`src/rtl/window_fetch_ctrl.sv`:
```
// Serpentine 3x3 window walker: fetches pixels from image memory, pushes them to
// the window buffer, issues shifts between windows and hands each window to Sobel.
//
// state     | meaning
// IDLE      | waiting for start
// SHIFT     | start_shift held until shift_done, then one release cycle
// REQ       | one-cycle memory read request
// WAIT_DATA | waiting for mem_rvalid, latch pixel
// PUSH      | start_read held until read_done, then one release cycle
// WIN_OUT   | window presented, waiting for win_ack
// DONE      | frame_done pulse
module window_fetch_ctrl #(
  parameter int IMG_W     = 8,
  parameter int IMG_H     = 8,
  parameter int ADDR_W    = 16,
  parameter int BASE_ADDR = 0
) (
  input  logic              i_clk,
  input  logic              i_rst,
  input  logic              i_start,
  output logic              o_mem_re,
  output logic [ADDR_W-1:0] o_mem_addr,
  input  logic [7:0]        i_mem_rdata,
  input  logic              i_mem_rvalid,
  output logic              o_start_read,
  output logic              o_start_shift,
  output logic [1:0]        o_shift_direc,
  output logic [7:0]        o_data_r,
  input  logic              i_read_done,
  input  logic              i_shift_done,
  output logic              o_win_valid,
  output logic [7:0]        o_win_x,
  output logic [7:0]        o_win_y,
  input  logic              i_win_ack,
  output logic              o_busy,
  output logic              o_frame_done
);

  localparam logic [2:0] S_IDLE      = 3'd0;
  localparam logic [2:0] S_SHIFT     = 3'd1;
  localparam logic [2:0] S_REQ       = 3'd2;
  localparam logic [2:0] S_WAIT_DATA = 3'd3;
  localparam logic [2:0] S_PUSH      = 3'd4;
  localparam logic [2:0] S_WIN_OUT   = 3'd5;
  localparam logic [2:0] S_DONE      = 3'd6;

  localparam logic [1:0] DIR_FULL  = 2'b00;
  localparam logic [1:0] DIR_RIGHT = 2'b01;
  localparam logic [1:0] DIR_LEFT  = 2'b10;
  localparam logic [1:0] DIR_DOWN  = 2'b11;

  logic [2:0] r_state;
  logic [7:0] r_wx, r_wy;
  logic       r_dir;
  logic [1:0] r_pr, r_pc;
  logic [3:0] r_cnt;
  logic       r_start_read, r_start_shift;
  logic [1:0] r_shift_direc;
  logic [7:0] r_data;

  logic [7:0]        w_x_off, w_y_off, w_px, w_py;
  logic [ADDR_W-1:0] w_addr;
  logic              w_load_done, w_row_end, w_last_row;

  // wx/wy already point at the new window while its fresh pixels are fetched
  always_comb begin
    w_x_off = {6'd0, r_pc};
    w_y_off = {6'd0, r_pr};
    if (r_shift_direc == DIR_RIGHT) w_x_off = 8'd2;
    else if (r_shift_direc == DIR_LEFT) w_x_off = 8'd0;
    if (r_shift_direc == DIR_DOWN) w_y_off = 8'd2;
  end

  assign w_px        = r_wx + w_x_off;
  assign w_py        = r_wy + w_y_off;
  assign w_addr      = ADDR_W'(BASE_ADDR) + ADDR_W'(w_py) * ADDR_W'(IMG_W) + ADDR_W'(w_px);
  assign w_load_done = (r_shift_direc == DIR_FULL) ? (r_cnt == 4'd9) : (r_cnt == 4'd3);
  assign w_row_end   = r_dir ? (r_wx == 8'(IMG_W - 3)) : (r_wx == 8'd0);
  assign w_last_row  = (r_wy == 8'(IMG_H - 3));

  always_ff @(posedge i_clk) begin
    if (i_rst) begin
      r_state       <= S_IDLE;
      r_wx          <= 8'd0;
      r_wy          <= 8'd0;
      r_dir         <= 1'b1;
      r_pr          <= 2'd0;
      r_pc          <= 2'd0;
      r_cnt         <= 4'd0;
      r_start_read  <= 1'b0;
      r_start_shift <= 1'b0;
      r_shift_direc <= DIR_FULL;
      r_data        <= 8'd0;
    end else begin
      case (r_state)
        S_IDLE: begin
          if (i_start) begin
            r_state       <= S_REQ;
            r_wx          <= 8'd0;
            r_wy          <= 8'd0;
            r_dir         <= 1'b1;
            r_pr          <= 2'd0;
            r_pc          <= 2'd0;
            r_cnt         <= 4'd0;
            r_shift_direc <= DIR_FULL;
          end
        end
        S_SHIFT: begin
          if (r_start_shift) begin
            if (i_shift_done) r_start_shift <= 1'b0;
          end else begin
            r_state <= S_REQ;
          end
        end
        S_REQ: r_state <= S_WAIT_DATA;
        S_WAIT_DATA: begin
          if (i_mem_rvalid) begin
            r_data       <= i_mem_rdata;
            r_start_read <= 1'b1;
            r_state      <= S_PUSH;
          end
        end
        S_PUSH: begin
          if (r_start_read) begin
            if (i_read_done) begin
              r_start_read <= 1'b0;
              r_cnt        <= r_cnt + 4'd1;
              case (r_shift_direc)
                DIR_FULL: begin
                  if (r_pc == 2'd2) begin
                    r_pc <= 2'd0;
                    r_pr <= r_pr + 2'd1;
                  end else begin
                    r_pc <= r_pc + 2'd1;
                  end
                end
                DIR_DOWN: r_pc <= r_pc + 2'd1;
                default:  r_pr <= r_pr + 2'd1;
              endcase
            end
          end else begin
            r_state <= w_load_done ? S_WIN_OUT : S_REQ;
          end
        end
        S_WIN_OUT: begin
          if (i_win_ack) begin
            r_cnt <= 4'd0;
            r_pr  <= 2'd0;
            r_pc  <= 2'd0;
            if (w_row_end && w_last_row) begin
              r_state <= S_DONE;
            end else begin
              r_state       <= S_SHIFT;
              r_start_shift <= 1'b1;
              if (w_row_end) begin
                r_wy          <= r_wy + 8'd1;
                r_dir         <= ~r_dir;
                r_shift_direc <= DIR_DOWN;
              end else if (r_dir) begin
                r_wx          <= r_wx + 8'd1;
                r_shift_direc <= DIR_RIGHT;
              end else begin
                r_wx          <= r_wx - 8'd1;
                r_shift_direc <= DIR_LEFT;
              end
            end
          end
        end
        S_DONE:  r_state <= S_IDLE;
        default: r_state <= S_IDLE;
      endcase
    end
  end

  assign o_mem_re      = (r_state == S_REQ);
  assign o_mem_addr    = o_mem_re ? w_addr : '0;
  assign o_start_read  = r_start_read;
  assign o_start_shift = r_start_shift;
  assign o_shift_direc = r_shift_direc;
  assign o_data_r      = r_data;
  assign o_win_valid   = (r_state == S_WIN_OUT);
  assign o_win_x       = o_win_valid ? r_wx + 8'd1 : 8'd0;
  assign o_win_y       = o_win_valid ? r_wy + 8'd1 : 8'd0;
  assign o_busy        = (r_state != S_IDLE) && (r_state != S_DONE);
  assign o_frame_done  = (r_state == S_DONE);

endmodule

```
`config.mk`:
```
export PLATFORM = sky130hd
export DESIGN_NAME = window_fetch_ctrl
export DESIGN_NICKNAME = d
export VERILOG_FILES = /design/src/rtl/window_fetch_ctrl.sv
export SDC_FILE = /design/constraint.sdc
export NUM_CORES = 1
export LEC_CHECK = 0
export BUFFER_PORTS_ARGS = -buffer_cell sky130_fd_sc_hd__buf_2
export CAP_MARGIN = 20
export CORE_ASPECT_RATIO = 0.7
export CORE_MARGIN = 10
export CORE_UTILIZATION = 40
export DETAILED_ROUTE_END_ITERATION = 8
export HOLD_SLACK_MARGIN = 0.08
export PLACE_DENSITY_LB_ADDON = 0.12
export SYNTH_ARGS = -nofsm -noshare
export SYNTH_HDL_FRONTEND = slang
export SYNTH_SLANG_ARGS = --single-unit
```
`constraint.sdc`:
```
create_clock -name i_clk -period 3.7 [get_ports i_clk]
set_input_delay 0 -clock i_clk [delete_from_list [all_inputs] [get_ports i_clk]]
set_output_delay 0 -clock i_clk [all_outputs]
set_load 0.005 [all_outputs]
```
* Word level (Yosys, flattened, before mapping) *
Cells that the tools add are included.

storage, ports and cells
  word-level logic and storage cells = 131
  RAM bits = 0
  latch bits = 0
  output and inout bits = 48
  ROM bits = 0
  memories = 0
  flip-flop bits (word level) = 40
  input port bits = 15

operators by class
  reductions and logical operators = 20
  divide/modulo/power cells = 0
  multiplexer cells = 62
  bitwise gates (word level) = 1
  add/subtract/negate cells = 9
  equal/unequal tests = 28
  multipliers = 0
  magnitude comparators = 0
  shifts and indexed selects = 0

operators with widths
  kind                                               count
  2-to-1 mux 8 bit                                   10
  case mux 8 bit (2 select lines)                    2
  2-to-1 mux 2 bit                                   15
  2-to-1 mux 3 bit                                   7
  AND reduction 5 bit                                4
  != test 2 bit (second input constant)              9
  case mux 3 bit (6 select lines)                    1
  adder 8 x 1 -> 8 bit (second input constant)       2
  adder 8 bit                                        2
  == test 8 x 3 -> 1 bit (second input constant)     2
  2-to-1 mux 4 bit                                   4
  2-to-1 mux 1 bit                                   13
  adder 11 x 8 -> 12 bit                             1
  2-to-1 mux 12 bit                                  1
  case mux 2 bit (2 select lines)                    3
  case mux 2 bit (3 select lines)                    2
  case mux 4 bit (3 select lines)                    1
  == test 3 bit (second input constant)              3
  != test 3 bit (second input constant)              3
  zero test 8 bit                                    1
  subtractor 8 x 1 -> 8 bit (second input constant)  1
  AND reduction 7 bit                                1
  == test 2 bit (second input constant)              3
  == test 3 x 2 -> 1 bit (second input constant)     2
  18 further kinds                                   27

* Depth between registers and ports, before layout *
  word-level depth = 6
  depth in mapped cells = 15
  gate-level depth less buffers = 15

* Worst setup path before layout *
Ideal clock, no wire load.

  path kind = register to output
  start point = reg r_shift_direc[1] (netlist: o_shift_direc[1])
  end point = out o_mem_addr[9]
  cell stages (with the launch flop) = 15
  data required time = 3,700 ps
  buffers on the path = 0
  arrival time = 2,938 ps
  slack = 762 ps
  path through = dfxtp_1 > inv_1 > ha_1 > a21o_1 > ha_1 > a21oi_1 > nor2_1 > xor2_1 > ha_1 > fa_1 > a21o_1 > a21o_1 > a21oi_1 > o21ai_0 > a21oi_1

between the ends
  cells in the longest elaborated chain, start to end = 6
  elaborated cells on any way between the ends = 10
  classes of those cells = 3 x add/sub; 3 x eq/ne; 4 x mux

RTL lines
  item                      line  source
  start, declared           58    logic [1:0] r_shift_direc;
  start signal, assigned    92    r_shift_direc <= DIR_FULL;
  start signal, assigned    105   r_shift_direc <= DIR_FULL;
  start signal, assigned    158   r_shift_direc <= DIR_DOWN;
  == test 2 bit             70    else if (r_shift_direc == DIR_LEFT) w_x_off = 8'd0;
  2-to-1 mux 2 bit          70
  2-to-1 mux 2 bit          69    if (r_shift_direc == DIR_RIGHT) w_x_off = 8'd2;
  adder 8 bit               74    assign w_px = r_wx + w_x_off;
  adder 11 x 8 -> 12 bit *  76    assign w_addr = ADDR_W'(BASE_ADDR) + ADDR_W'(w_py) * ADDR_W'(IMG_W) + ADDR_W'(w_px);
  2-to-1 mux 12 bit *       176   assign o_mem_addr = o_mem_re ? w_addr : '0;
  end, declared             22    output logic [ADDR_W-1:0] o_mem_addr,

Every way passes the cells marked *; elsewhere a longest branch is shown, timed or not.

* Worst setup path in the final report *
  start point = reg r_shift_direc[0] (netlist: o_shift_direc[0])
  end point = out o_mem_addr[9]

Same word-level chain as after synthesis.

==> results.py <==
metrics = {
    "outcome": {
        "status": "completed",
    },
    "sta": {
        "skew_ps": 9.71,
        "layout_min_cycle_time_ps": 3420,
        "setup_viol": 0,
        "final.setup.tns_ps": 0,
        "timing.final.crit_share_pct": 92.4,
        "rsz0062_at_grt": "false",
        "holdWs_ps": 78.2,
        "slew_headroom_pct": 54.2,
        "finalMaxSlewViolations": 0,
        "fmax_mhz": 293,
        "setup_ws_ps": 283,
        "tightest_slew_ps": 684,
        "hold_viol_final": 0,
    },
    "clock_tree": {
        "cts_tree": "done",
        "cts_made_buffers": 5,
        "clockBufferDepth": 2,
        "post_cts_buffers": 0,
        "clk_pin_slew_ps": 60,
        "cts.sinks": 40,
        "root_buffer": "clkbuf_16",
        "clkLatencyLatePin_ps": 290,
        "cts_max_level": 2,
    },
    "die": {
        "die_h_um": 95.7,
        "core_um2": 7910,
        "boundaryPins": 63,
        "num_rows": 27,
        "die_w_um": 128,
        "dieArea_um2": 12300,
        "start_util_pct": 41.5,
    },
    "job": {
        "maxCapViolCount": 0,
    },
    "power": {
        "power_density_nw_per_um2": 267,
        "ir_drop_v": 0.000182,
        "leakagePower_nw": 1.65,
        "intPower_uw": 743,
        "pwr-share-seq_pct": 44.3,
        "power.switching_uw": 296,
        "clockPowerShare_pct": 41.9,
        "switching_share_pct": 28.5,
        "comb_power_share_pct": 13.9,
        "total_power_mw": 1.04,
    },
    "grt": {
        "grtUsageTotal_pct": 16.4,
        "grt_max_degree": 40,
        "grt_pass1_vias": 3195,
        "grt.overflow.total": 0,
        "grt_pass1_wl_mm": 16.5,
        "antenna_found_initial": 0,
    },
    "min_path": {
        "worstHoldPathType": "input pin to flip-flop",
        "hold_end": "o_start_shift",
        "hp-start": "i_shift_done",
        "hold_path_depth": 4,
    },
    "route": {
        "vias": 3354,
        "ant_nets": 0,
        "via_per_inst": 5.62,
        "drc": 0,
        "firstDrtPassIters": 5,
        "drt_iter0_markers": 263,
        "wirelength_mm": 10.1,
        "wl_per_cell_um": 17.0,
    },
    "cells_and_area": {
        "num_antenna_cells": 0,
        "nets": 533,
        "fin_cells": 597,
        "fin_util_pct": 49.2,
        "area_delta_synth_final_pct": 18.6,
        "drive_above_1_share_pct": 18.8,
        "fin_area_um2": 3890,
    },
    "worst_setup_path": {
        "r2r_end": "r_wx[6]",
        "cp_cell_sequence": "inv_1 -> ha_1 -> inv_1 -> a21o_1 -> ha_1 -> a21oi_2 -> nor2_1 -> xor2_1 -> ha_1 -> fa_2 -> a21o_1 -> a21o_1 -> a21oi_2 -> o21ai_0 -> a21oi_1 -> buf_2",
        "reg2reg_from": "r_wx[0]",
        "worstPathMaxFanout": 5,
        "crit_required_ps": 3700,
        "critPathCaptureType": "output pin",
        "cpMaxStageDelayCell": "fa_2",
        "worst-r2r-setup-slack_ps": 1110,
        "cp_num_buf_inv": 3,
        "start_kind": "flip-flop",
        "reg2reg_depth": 8,
        "cp.arrival_ps": 3420,
        "slowest_delay_ps": 420,
        "crit_type": "flip-flop to output pin",
        "crit_family": "adder cells",
    },
    "place": {
        "portBuffers": 58,
        "place_inst": 579,
        "place.gp.congestion": 0.829,
        "dpl_cell_area_um2": 3610,
        "hpwl_mm": 7.49,
        "place_ws_ps": 404,
    },
    "logic_synthesis": {
        "ys_types": 60,
        "synth.area.top_cells": "dfxtp_1 (24%), ha_1 (7.6%), a21oi_1 (6.6%)",
        "synthFlopType": "dfxtp_1",
        "synth_top_area_share_pct": 24.4,
        "ys_seq_area_share_pct": 24.4,
        "yosysWarnings": 0,
        "synth.avg_cell_area_um2": 7.38,
        "synth_edf_count": 0,
        "ys_seq_elements": 40,
        "synth.largest_area_cell": "dfxtp_1",
        "async_flop_share_pct": 0,
        "syn_inst": 444,
        "netlist_area_um2": 3280,
    },
}
area by class of cell:
type	instances	area, um2
clock buffers	5	125
clock inverters	3	18.8
fillers	834	4020
inverters	15	56.3
multi-input cells	359	2320
flip-flops and latches	40	802
well taps	101	126
repair buffers	74	435
routing by layer:
metal  share of wire [%]  routed length, um  global-route usage, %  vias to the layer above
li1                    -                  -                      -                     1673
met5                   0                  0                      0                        -
met2                  45               4520                   25.1                       95
met3                 6.3                638                   3.90                        9
met4                 1.2                125                   4.11                        0
met1                  48               4870                   22.8                     1577
power groups by stage:
stage	sequential [mW]	combinational, mW	clock [mW]
floorplan	0.453	0.107	0
global placement	0.469	0.136	0
detailed placement	0.469	0.136	0
CTS	0.459	0.144	0.442
global route	0.463	0.161	0.460
finish	0.460	0.144	0.435
flip-flops by register name (all words and copies together), names as in the netlist:
register,flops
r_state,3
r_pr,2
r_dir,1
r_wy,8
o_shift_direc,2
o_start_shift,1
o_data_r,8
r_pc,2
r_wx,8
r_cnt,4
o_start_read,1
cell usage after synthesis, types with 2 or more instances:
cell	n
nor2_1	48
a21oi_1	43
dfxtp_1	40
nand2_1	39
o21ai_0	27
clkbuf_1	23
ha_1	20
nand3_1	20
xor2_1	16
inv_1	14
xnor2_1	13
nor3_1	9
a21o_1	8
nand2b_1	8
nor2b_1	8
and3_1	7
nand4_1	7
or3_1	7
a211oi_1	5
and2_1	5
mux2i_1	5
nor4_1	5
buf_2	4
buf_4	4
nand3b_1	4
a311oi_1	3
a41o_1	3
fa_1	3
o2bb2ai_1	3
a21bo_2	2
a32oi_1	2
a41oi_1	2
buf_1	2
nand4b_1	2
nor3b_1	2
nor4bb_1	2
o211ai_1	2
o21a_1	2
or2_2	2
or3b_2	2
or4_1	2
kinds of logic after synthesis:
| group | synth area share [%] |
|---|---|
| mux | 1.53 |
| flops | 24.4 |
| fa+ha+maj | 9.47 |
| xor+xnor | 7.75 |
| compound gates | 21.9 |
| simple gates | 28.7 |
| buf+inv | 6.11 |
| other cells | 0.114 |
worst max-delay path by stage:
stage	from	endpoint	slack, ps	cells after the start
finish	o_shift_direc[0]	o_mem_addr[9]	280	16
global route	o_shift_direc[0]	o_mem_addr[9]	30	15
CTS	o_shift_direc[0]	o_mem_addr[9]	70	16
detailed placement	o_shift_direc[0]	o_mem_addr[9]	400	16
global placement	o_shift_direc[0]	o_mem_addr[9]	530	16
floorplan	o_shift_direc[1]	o_mem_addr[9]	760	14
worst reg2reg max path: stages (launching register included):
cell and delay (ps):
dfxtp_1 400, buf_4 210, inv_1 80, ha_1 210
nor3b_1 140, o211ai_1 590, o21ai_2 250, or4_1 510
o22ai_1 140
layout by cell type (no fill, tap or decap), drive strengths merged, types with 4 or more instances in the layout:
cell / n
nor3: 10
clkinv: 4
inv: 14
clkbuf: 5
ha: 20
nand2b: 8
dlygate4sd3: 10
xor2: 16
nor2: 48
xnor2: 13
nor2b: 8
nand2: 39
nor4: 5
and2: 5
dfxtp: 40
o21ai: 29
conb: 4
and3: 7
a211oi: 5
a21oi: 44
or3: 7
nand3: 20
mux2i: 5
nand3b: 4
nand4: 7
a21o: 8
buf: 64
timing repair:
action / 4_1_cts / 5_1_grt
hold buffers: 10 / 0
hold endpoints to repair: 11 / 0
endpoints found under the setup margin: 0 / 3
gates resized for setup: 0 / 10
No activity file was read; power rests on OpenSTA's default activity.
